==> src/rtl/axil_master_cmd.sv <==
// Single-outstanding AXI-Lite initiator: one command in, one AXI-Lite transaction, one response out.
// Optional saturating error counter (err_count) enabled by defining AXIL_MASTER_CMD_ERR_CNT_EN.
module axil_master_cmd #(
  parameter int unsigned DATA_WIDTH    = 32,
  parameter int unsigned ADDR_WIDTH    = 9,
  parameter int unsigned STRB_WIDTH    = DATA_WIDTH / 8,
  parameter int unsigned ERR_CNT_WIDTH = 8
) (
  input  logic                    clk,
  input  logic                    rstn,
  input  logic                    cmd_valid,
  output logic                    cmd_ready,
  input  logic                    cmd_write,
  input  logic [ADDR_WIDTH-1:0]   cmd_addr,
  input  logic [DATA_WIDTH-1:0]   cmd_wdata,
  input  logic [STRB_WIDTH-1:0]   cmd_wstrb,
  output logic                    rsp_valid,
  input  logic                    rsp_ready,
  output logic                    rsp_write,
  output logic [DATA_WIDTH-1:0]   rsp_rdata,
  output logic [1:0]              rsp_resp,
  output logic [ADDR_WIDTH-1:0]   m_axil_awaddr,
  output logic [2:0]              m_axil_awprot,
  output logic                    m_axil_awvalid,
  input  logic                    m_axil_awready,
  output logic [DATA_WIDTH-1:0]   m_axil_wdata,
  output logic [STRB_WIDTH-1:0]   m_axil_wstrb,
  output logic                    m_axil_wvalid,
  input  logic                    m_axil_wready,
  input  logic [1:0]              m_axil_bresp,
  input  logic                    m_axil_bvalid,
  output logic                    m_axil_bready,
  output logic [ADDR_WIDTH-1:0]   m_axil_araddr,
  output logic [2:0]              m_axil_arprot,
  output logic                    m_axil_arvalid,
  input  logic                    m_axil_arready,
  input  logic [DATA_WIDTH-1:0]   m_axil_rdata,
  input  logic [1:0]              m_axil_rresp,
  input  logic                    m_axil_rvalid,
  output logic                    m_axil_rready
`ifdef AXIL_MASTER_CMD_ERR_CNT_EN
  ,
  output logic [ERR_CNT_WIDTH-1:0] err_count
`endif
);

  if ((DATA_WIDTH % 8) != 0 || STRB_WIDTH != DATA_WIDTH / 8 || ERR_CNT_WIDTH < 1) begin : g_param_check
    $error("axil_master_cmd: illegal parameter combination");
  end

  typedef enum logic [2:0] {
    S_IDLE,
    S_WR,
    S_WR_B,
    S_RD_A,
    S_RD_D,
    S_RSP
  } state_t;

  state_t state_q, state_d;

  logic                  aw_done_q, w_done_q;
  logic                  aw_fin, w_fin;
  logic                  cmd_hs, rsp_hs, aw_hs, w_hs, b_hs, ar_hs, r_hs;
  logic [ADDR_WIDTH-1:0] addr_q;
  logic [DATA_WIDTH-1:0] wdata_q;
  logic [STRB_WIDTH-1:0] wstrb_q;

  assign cmd_hs = cmd_valid & cmd_ready;
  assign rsp_hs = rsp_valid & rsp_ready;
  assign aw_hs  = m_axil_awvalid & m_axil_awready;
  assign w_hs   = m_axil_wvalid & m_axil_wready;
  assign b_hs   = m_axil_bvalid & m_axil_bready;
  assign ar_hs  = m_axil_arvalid & m_axil_arready;
  assign r_hs   = m_axil_rvalid & m_axil_rready;

  // A write channel is finished once its handshake has happened, now or in an earlier cycle.
  assign aw_fin = aw_done_q | aw_hs;
  assign w_fin  = w_done_q | w_hs;

  assign m_axil_awaddr = addr_q;
  assign m_axil_araddr = addr_q;
  assign m_axil_wdata  = wdata_q;
  assign m_axil_wstrb  = wstrb_q;
  assign m_axil_awprot = '0;
  assign m_axil_arprot = '0;

  always_ff @(posedge clk or negedge rstn) begin
    if (!rstn) begin
      state_q <= S_IDLE;
    end else begin
      state_q <= state_d;
    end
  end

  always_comb begin
    state_d = state_q;
    unique case (state_q)
      S_IDLE: if (cmd_hs) state_d = cmd_write ? S_WR : S_RD_A;
      S_WR:   if (aw_fin && w_fin) state_d = S_WR_B;
      S_WR_B: if (b_hs) state_d = S_RSP;
      S_RD_A: if (ar_hs) state_d = S_RD_D;
      S_RD_D: if (r_hs) state_d = S_RSP;
      S_RSP:  if (rsp_hs) state_d = S_IDLE;
      default: state_d = S_IDLE;
    endcase
  end

  // Control outputs are registered images of the next state, so no valid is combinational on a ready.
  always_ff @(posedge clk or negedge rstn) begin
    if (!rstn) begin
      cmd_ready      <= 1'b1;
      m_axil_awvalid <= 1'b0;
      m_axil_wvalid  <= 1'b0;
      m_axil_bready  <= 1'b0;
      m_axil_arvalid <= 1'b0;
      m_axil_rready  <= 1'b0;
      rsp_valid      <= 1'b0;
      aw_done_q      <= 1'b0;
      w_done_q       <= 1'b0;
    end else begin
      cmd_ready      <= (state_d == S_IDLE);
      m_axil_awvalid <= (state_d == S_WR) & ~aw_fin;
      m_axil_wvalid  <= (state_d == S_WR) & ~w_fin;
      m_axil_bready  <= (state_d == S_WR_B);
      m_axil_arvalid <= (state_d == S_RD_A);
      m_axil_rready  <= (state_d == S_RD_D);
      rsp_valid      <= (state_d == S_RSP);
      aw_done_q      <= (state_q == S_WR) & aw_fin;
      w_done_q       <= (state_q == S_WR) & w_fin;
    end
  end

  always_ff @(posedge clk or negedge rstn) begin
    if (!rstn) begin
      addr_q    <= '0;
      wdata_q   <= '0;
      wstrb_q   <= '0;
      rsp_write <= 1'b0;
      rsp_rdata <= '0;
      rsp_resp  <= '0;
    end else begin
      if (cmd_hs) begin
        addr_q  <= cmd_addr;
        wdata_q <= cmd_wdata;
        wstrb_q <= cmd_wstrb;
      end
      if (b_hs) begin
        rsp_write <= 1'b1;
        rsp_rdata <= '0;
        rsp_resp  <= m_axil_bresp;
      end else if (r_hs) begin
        rsp_write <= 1'b0;
        rsp_rdata <= m_axil_rdata;
        rsp_resp  <= m_axil_rresp;
      end
    end
  end

`ifdef AXIL_MASTER_CMD_ERR_CNT_EN
  logic err_evt;

  assign err_evt = (b_hs && (m_axil_bresp != 2'b00)) || (r_hs && (m_axil_rresp != 2'b00));

  always_ff @(posedge clk or negedge rstn) begin
    if (!rstn) begin
      err_count <= '0;
    end else if (err_evt && (err_count != '1)) begin
      err_count <= err_count + 1'b1;
    end
  end
`endif

endmodule

==> config.mk <==
export PLATFORM = sky130hd
export DESIGN_NAME = axil_master_cmd
export DESIGN_NICKNAME = d
export VERILOG_FILES = /design/src/rtl/axil_master_cmd.sv
export SDC_FILE = /design/constraint.sdc
export NUM_CORES = 1
export LEC_CHECK = 0
export CAP_MARGIN = 20
export CORE_MARGIN = 2
export CORE_UTILIZATION = 27
export CTS_CLUSTER_SIZE = 12
export DETAILED_ROUTE_END_ITERATION = 7
export GPL_TIMING_DRIVEN = 0
export PLACE_DENSITY = 0.7
export SETUP_SLACK_MARGIN = 0.1
export SLEW_MARGIN = 10
export SYNTH_ARGS = -nofsm -noshare
export SYNTH_HDL_FRONTEND = slang
export SYNTH_SLANG_ARGS = --single-unit
==> constraint.sdc <==
create_clock -name clk -period 4.56 [get_ports clk]
set_input_delay 0.912 -clock clk [delete_from_list [all_inputs] [get_ports clk]]
set_output_delay 0.912 -clock clk [all_outputs]
set_load 0.01 [all_outputs]
Yosys cells after proc, flatten, opt, wreduce, memory -nomap -nowiden
Cells that the tools add are included.

Equality and inequality tests: 10. Mux-type cells: 14. Bitwise operators: 15. Reductions and logical operators: 4.

Operator list (number): $mux W32 (2); $mux W3 (6); $pmux W3 S6 (1); $eq A3 B2 Y1 const B (4); $eq A3 B3 Y1 const B (4); $and A1 B1 Y1 (11); $eq A3 B1 Y1 const B (2); $logic_not A3 Y1 (2); $mux W2 (3); $mux W1 (2); $not A1 Y1 (2); $or A1 B1 Y1 (2); $reduce_bool A2 Y1 (1); $logic_and A1 B1 Y1 (1).

Register bits after elaboration: 92. Output and inout port bits: 102. Logic and storage cells: 59.

Logic depth before layout (Yosys ltp)
Gate-level depths: netlist of run 1.

Depth in word-level cells: 7. Gate-level depth with buffers: 6. Mapped depth without buffers: 5.

Worst setup path after synthesis of run 1
OpenSTA, ideal clock, no wires.

Path kind: input to register. Start point: input m_axil_wready. End point: register m_axil_awvalid. Arrival time: 1.847 ns. Data required time: 4.480 ns. Path slack: 2.633 ns. Stages: 5. Buffers on the path: 0. Cells stage by stage: a21o_1 -> a311oi_1 -> a31oi_1 -> o2111ai_4 -> nor3b_2.

Cells in the longest elaborated chain, start to end: 7.

RTL lines: start, declared (RTL line 29) `input logic m_axil_wready,`; $and A1 B1 Y1 (RTL line 72) `assign w_hs = m_axil_wvalid & m_axil_wready;`; $or A1 B1 Y1 (RTL line 79) `assign w_fin = w_done_q | w_hs;`; $logic_and A1 B1 Y1 (RTL line 100) `S_WR: if (aw_fin && w_fin) state_d = S_WR_B;`; $mux W3 (RTL line 100); $pmux W3 S6 (RTL line 98) `unique case (state_q)`; net state_d[0] (RTL line 60) `state_t state_q, state_d;`; $eq A3 B1 Y1 (RTL line 123) `m_axil_awvalid <= (state_d == S_WR) & ~aw_fin;`; $and A1 B1 Y1 (RTL line 123); end signal, assigned (RTL line 123); end, declared (RTL line 24) `output logic m_axil_awvalid,`.

The timed path passes the listed nets, and every way through them passes these cells. A chain may end at the register's enable or synchronous reset.

Worst setup path after layout of run 1
Start point: register cmd_ready. End point: output cmd_ready.

RTL lines: start, declared (RTL line 12) `output logic cmd_ready,`; start signal, assigned (RTL line 122) `cmd_ready <= (state_d == S_IDLE);`.

No word-level cell between the ends.

==> run summary, run 1 <==
status - finished clean
Slew Limit Fails - 0
chip height - 122 µm
Avg Inst Size Synth - 11.9 µm²
Critical Path End Type - output pin
FF-to-FF setup slack - 2920 ps
area share of fa/ha/maj cells after synthesis - 0%
Vias per Instance - 4.35
ant diodes - 0
Clock transition at path regs - 60 ps
Initial Util - 27.3%
gr usage total - 13.6%
CTS tree - done
Worst Hold Class - reg -> reg
Layout Cells excl Fill - 702
Max VDD drop - 249 µV
detailed-route DRC error count - 0
largest net degree at the start of global routing - 64
area growth from synthesis to layout - 64.5%
most frequent cells in the layout - 185 x clkdlybuf4s50_1, 91 x dfrtp_1, 74 x nand2_1
gpl congestion - 0.759
Synth Area in Simple Gates - 11.6%
DRT iter0 DRCs - 74
Post-Synthesis Cells - 315
Clock Tree Buf Depth - 2
vias in the first global route - 3080
sequential area share after synthesis - 61.5%
complex-gate fraction of the synthesized area - 7.62%
Reg area - 2300 µm²
RSZ-0062 raised after global routing - false
CTS Sinks - 92
final setup fails - 0
vias - 3055
HP Start - rsp_write
Setup Buffers After CTS - 0
layout cells sized above 1 - 11.3%
unique cell type count in the Yosys netlist - 37
Fill cells - 1259
post-DR wirelength/cell - 14.5 µm
row count - 43
commonest non-fill, non-tap cell in the layout - clkdlybuf4s50_1
HPWL Detailed - 7770 µm
CP delay by family, top - flip-flops
Max H-tree Level - 3
Chip Width - 122 µm
initial antenna violation count - 0
area leader, netlist - dfrtp_1
number of hold buffers added after CTS - 0
PD cells - 635 nW/µm²
Clk Latency, worst-skew pair - 340 ps
post-cts sizing count - 0
post-synth top area share - 60.8%
Worst Hold Path EP - rsp_write
synth top area cells - dfrtp_1 61%, mux2_1 11%, nand2_1 7.4%
Hold Vio Cnt, Final - 0
WP data arrival - 1430 ps
worst hold path stage count - 2
dpl cells - 687
Slowest cell on crit path - dfstp_2
WS Path Type - reg -> out
fmax - 427 MHz
CP required - 3650 ps
Final min period - 2340 ps
largest family of logic cells by synthesized area - multiplexers
multiplexer share of the synthesized area - 13.5%
multi-input logic area - 1250 µm²
max incr delay on CP - 560 ps
synthesized flop and latch total - 92
CP cell instances - clkdlybuf4s50_1
Leakage - 2.60 nW
Final period util - 51.4%
Warnings, synthesis - 0
Final Cell Area - 6160 µm²
crit path launch type - register
total CTS buffers - 9
first-pass GRT wire length - 15400 µm
RR Endpoint - m_axil_wdata[27]
area of the mapped netlist - 3740 µm²
dpl cell area - 5870 µm²
clk_skew - 3.93 ps
core area - 13700 µm²
reg2reg path depth - 3
maximum capacitance violations - 0
clk root buf - clkbuf_16
Post-DRT Antenna Nets - 0
drt first pass iters - 4
Final Net Count - 609
Die ar. - 14800 µm²
launch point of the worst reg-to-reg path - cmd_ready
post-synthesis xor/xnor area fraction - 0%
CP Buf/Inv Count - 1
global route overflow - 0
# port buffers - 186
wirelength, routed - 10200 µm
crit-path max FO - 3
I/O pins - 193
==> Yosys cell counts <==
| cell type | instances |
|---|---|
| or2_1 | 1 |
| nor2b_1 | 2 |
| nand2_1 | 74 |
| dfrtp_1 | 91 |
| nand2_2 | 1 |
| buf_4 | 16 |
| nand3_1 | 4 |
| o2111ai_4 | 1 |
| or3b_2 | 1 |
| o21ai_0 | 1 |
| dfstp_2 | 1 |
| and2b_2 | 1 |
| and2_4 | 1 |
| a31oi_1 | 3 |
| mux2_1 | 35 |
| a22oi_1 | 1 |
| inv_1 | 3 |
| buf_6 | 1 |
| nor3_1 | 1 |
| a21o_1 | 2 |
| nor2b_2 | 1 |
| o22ai_2 | 1 |
| nor3b_2 | 2 |
| mux2_2 | 10 |
| a211oi_2 | 1 |
| a21bo_2 | 1 |
| a21oi_2 | 1 |
| conb_1 | 1 |
| buf_2 | 4 |
| nor2_1 | 5 |
| or4_1 | 1 |
| and2_1 | 2 |
| clkbuf_1 | 9 |
| a311oi_1 | 1 |
| clkbuf_8 | 1 |
| or2b_1 | 1 |
| a21oi_1 | 32 |
==> sequential cells by signal, summed over array words and instances (netlist names) <==
register / cells
cmd_ready: 1
m_axil_wdata: 32
rsp_resp: 2
m_axil_wvalid: 1
w_done_q: 1
aw_done_q: 1
rsp_rdata: 32
state_q: 3
rsp_valid: 1
m_axil_awvalid: 1
m_axil_araddr: 9
m_axil_arvalid: 1
rsp_write: 1
m_axil_bready: 1
m_axil_wstrb: 4
m_axil_rready: 1
==> worst max-delay path by stage <==
stage | start | endpoint | slack [ps] | depth (start not counted)
after floorplan | m_axil_wready | m_axil_awvalid | 2630 | 5
after global placement | rstn | m_axil_wdata[7] | -840 | 1
after detailed placement | cmd_valid | m_axil_awvalid | 1880 | 6
after CTS | cmd_ready | cmd_ready | 2190 | 1
after global routing | cmd_valid | m_axil_awvalid | 2130 | 6
final | cmd_ready | cmd_ready | 2220 | 1
==> power breakdown <==
group / switching [mW] / total (mW) / internal, mW
Clock: 0.295 / 0.732 / 0.437
Sequential: 0.211 / 1.39 / 1.18
Combinational: 0.711 / 1.78 / 1.07
Total: 1.22 / 3.91 / 2.69
==> cells by family after synthesis <==
family                 after synthesis
AOI/OAI and AO/OA                   45
DFF                                 92
other                                1
and+or+nand+nor                     98
buffers and inverters               34
muxes                               45
==> stage by stage <==
| step | TNS, ps | power, mW | util, % | hold WS (ps) | worst slack [ps] |
|---|---|---|---|---|---|
| floorplan | 0 | 2.17 | - | 500 | 2630 |
| global placement | -75470 | 3.16 | 42.6 | 465 | -837 |
| detailed placement | 0 | 3.21 | 42.8 | 475 | 1880 |
| CTS | 0 | 3.97 | 44.9 | 489 | 2190 |
| global route | 0 | 4.14 | 44.9 | 511 | 2130 |
| finish | 0 | 3.91 | 44.9 | 481 | 2220 |
==> layer usage <==
layer	vias to the layer above	track usage (%)	wire [µm]
met5	-	0	0
met4	0	8.33	347
met3	23	2.29	436
met2	99	23.7	5320
met1	1494	15.6	4060
li1	1439	-	-
==> cell type report <==
type                    count  share of cell area [%]
clock buffers              13                    4.06
clock inverters             2                   0.569
inverters                   3                   0.183
well taps                 180                    3.66
plain buffers              31                    3.23
flip-flops and latches     92                    37.4
multi-input cells         194                    20.3
repair buffers            187                    30.6
Power figures use the tool's default switching activity.
==> run 2, diff against run 1 <==
--- a/config.mk
+++ b/config.mk
@@ -11,7 +11,7 @@
 export CTS_CLUSTER_SIZE = 12
 export DETAILED_ROUTE_END_ITERATION = 7
 export GPL_TIMING_DRIVEN = 0
-export PLACE_DENSITY = 0.7
+export PLACE_DENSITY = 0.72
 export SETUP_SLACK_MARGIN = 0.1
 export SLEW_MARGIN = 10
 export SYNTH_ARGS = -nofsm -noshare
==> constraint.sdc (replaced) <==
create_clock -name clk -period 2 [get_ports clk]
set_input_delay 0.4 -clock clk [delete_from_list [all_inputs] [get_ports clk]]
set_output_delay 0.4 -clock clk [all_outputs]
set_load 0.01 [all_outputs]
==> run summary, run 2 (same netlist as run 1, synthesis figures left out) <==
Clk Latency, worst-skew pair - 340 ps (about the same)
chip height - 122 µm (unchanged)
gpl congestion - 0.782 (+3.0%)
Reg area - 2300 µm² (unchanged)
clk_skew - 4.47 ps (+0.536 ps)
# port buffers - 186 (unchanged)
vias in the first global route - 3129 (+1.6%)
multi-input logic area - 1250 µm² (+0.20%)
post-layout util - 45.2% (+0.26 points)
Seq pwr share - 35.2% (-0.5 points)
Initial Util - 27.3% (unchanged)
fmax - 543 MHz
CP delay by family, top - flip-flops
met2 Use GR - 24.0% (+0.35 points)
Leakage - 2.61 nW (+0.36%)
most frequent cells in the layout - 185 x clkdlybuf4s50_1, 91 x dfrtp_1, 73 x nand2_1
global route overflow - 0 (unchanged)
Critical Path End Type - output pin
DRT iter0 DRCs - 120 (+62%)
CP cell instances - clkdlybuf4s50_1
total CTS buffers - 9 (unchanged)
Place WS - -167 ps (-2040 ps)
crit-path max FO - 3 (unchanged)
Final period util - 92.1%
post-DR wirelength/cell - 14.6 µm (+0.60%)
Fill cells - 1278 (+1.5%)
Post-DRT Antenna Nets - 0 (unchanged)
final setup margin - 159 ps (-2060 ps)
number of hold buffers added after CTS - 0 (unchanged)
clk root buf - clkbuf_16
WP data arrival - 1440 ps (about the same)
final setup fails - 0 (unchanged)
met1 usage - 16.6% (+0.95 points)
Final min period - 1840 ps
Setup Buffers After CTS - 0 (unchanged)
Vias per Instance - 4.33 (-0.47%)
Slew Limit Fails - 0 (unchanged)
commonest non-fill, non-tap cell in the layout - clkdlybuf4s50_1
clock share of power - 20.0% (+1.3 points)
Die ar. - 14800 µm² (unchanged)
first-pass GRT wire length - 16000 µm (+3.9%)
ant diodes - 0 (unchanged)
Layout Cells excl Fill - 703 (+0.14%)
global routing's busiest layer - met2
detailed-route DRC error count - 0 (unchanged)
WS Path Type - reg -> out
Psw - 2.83 mW (+130%)
Int Power - 6.24 mW (+130%)
Worst Hold Class - in -> async
core area - 13700 µm² (unchanged)
combinational share of power - 44.8% (-0.8 points)
row count - 43 (unchanged)
Hold Vio Cnt, Final - 0 (unchanged)
vias - 3045 (-0.33%)
CP required - 1600 ps (-2050 ps)
area growth from synthesis to layout - 65.5%
CP Buf/Inv Count - 1 (unchanged)
Clock transition at path regs - 60 ps (about the same)
status - finished clean
gr usage total - 14.0% (+0.33 points)
grt met3 use - 2.25% (-0.047 points)
RSZ-0062 raised after global routing - false
Max H-tree Level - 3 (unchanged)
Tot Pwr - 9.07 mW (+130%)
Clock Tree Buf Depth - 2 (unchanged)
Slowest cell on crit path - dfstp_2
wirelength, routed - 10200 µm (+0.75%)
largest net degree at the start of global routing - 57 (-11%)
CTS Sinks - 92 (unchanged)
drt first pass iters - 4 (unchanged)
maximum capacitance violations - 0 (unchanged)
dpl cells - 687 (unchanged)
initial antenna violation count - 0 (unchanged)
PD cells - 1460 nW/µm² (+130%)
I/O pins - 193 (unchanged)
layout cells sized above 1 - 12.0% (+0.74 points)
crit path launch type - register
HPWL Detailed - 7920 µm (+2.0%)
max incr delay on CP - 560 ps (about the same)
CTS tree - done
switch share - 31.2% (+0.077 points)
Chip Width - 122 µm (unchanged)
post-cts sizing count - 0 (unchanged)
Max VDD drop - 503 µV (+100%)
Final Net Count - 609 (unchanged)
==> run 2: cell types whose count changed in the layout (fill, tap and decap cells not counted) <==
cell	delta
clkbuf_8	-1
clkinv_4	+1
nand2_1	-1
nand2_2	+1
bufinv_16	+1
clkbuf_1	-2
clkinvlp_4	+2
==> run 2: power by group through the flow <==
stage / registers [mW] / clock network [mW] / logic (mW)
floorplan: 3.53 / 0 / 1.42
global placement: 3.17 / 0 / 4.04
detailed placement: 3.23 / 0 / 4.11
CTS: 3.20 / 1.87 / 4.13
global route: 3.30 / 1.96 / 4.37
finish: 3.19 / 1.81 / 4.07
==> run 2: cell type report <==
| type | count | share of cell area, % |
|---|---|---|
| clock inverters | 6 | 1.43 |
| multi-input cells | 194 | 20.2 |
| inverters | 3 | 0.182 |
| well taps | 180 | 3.64 |
| plain buffers | 31 | 3.21 |
| clock buffers | 10 | 3.70 |
| flip-flops and latches | 92 | 37.2 |
| repair buffers | 187 | 30.5 |
==> run 2: worst paths after layout <==
path                                   from               end  slack (ps)  cells after the start
min                                    rstn  m_axil_wdata[10]          20                      1
min in group clk           m_axil_wdata[19]  m_axil_wdata[19]         490                      1
max                               cmd_ready         cmd_ready         160                      1
max reg2reg                   m_axil_wvalid     m_axil_wvalid         380                      5
min reg2reg                m_axil_wdata[19]  m_axil_wdata[19]         490                      1
max in group asynchronous              rstn         cmd_ready        1280                      2
==> run 2: stage by stage <==
stage                     setup TNS [ps]  hold slack [ps]  cell area (µm²)
after detailed placement           -4150              400             5870
final                                  0             19.5             6190
after CTS                              0             26.5             6190
after global placement           -265850              464             5850
after floorplan                        0              104             3760
after global routing                   0             44.3             6190
==> run 2: per-layer routing <==
layer	up-vias	part of all wire, %
met5	-	0
met4	0	3.0
met3	17	4.3
met2	91	53
met1	1496	40
li1	1441	-
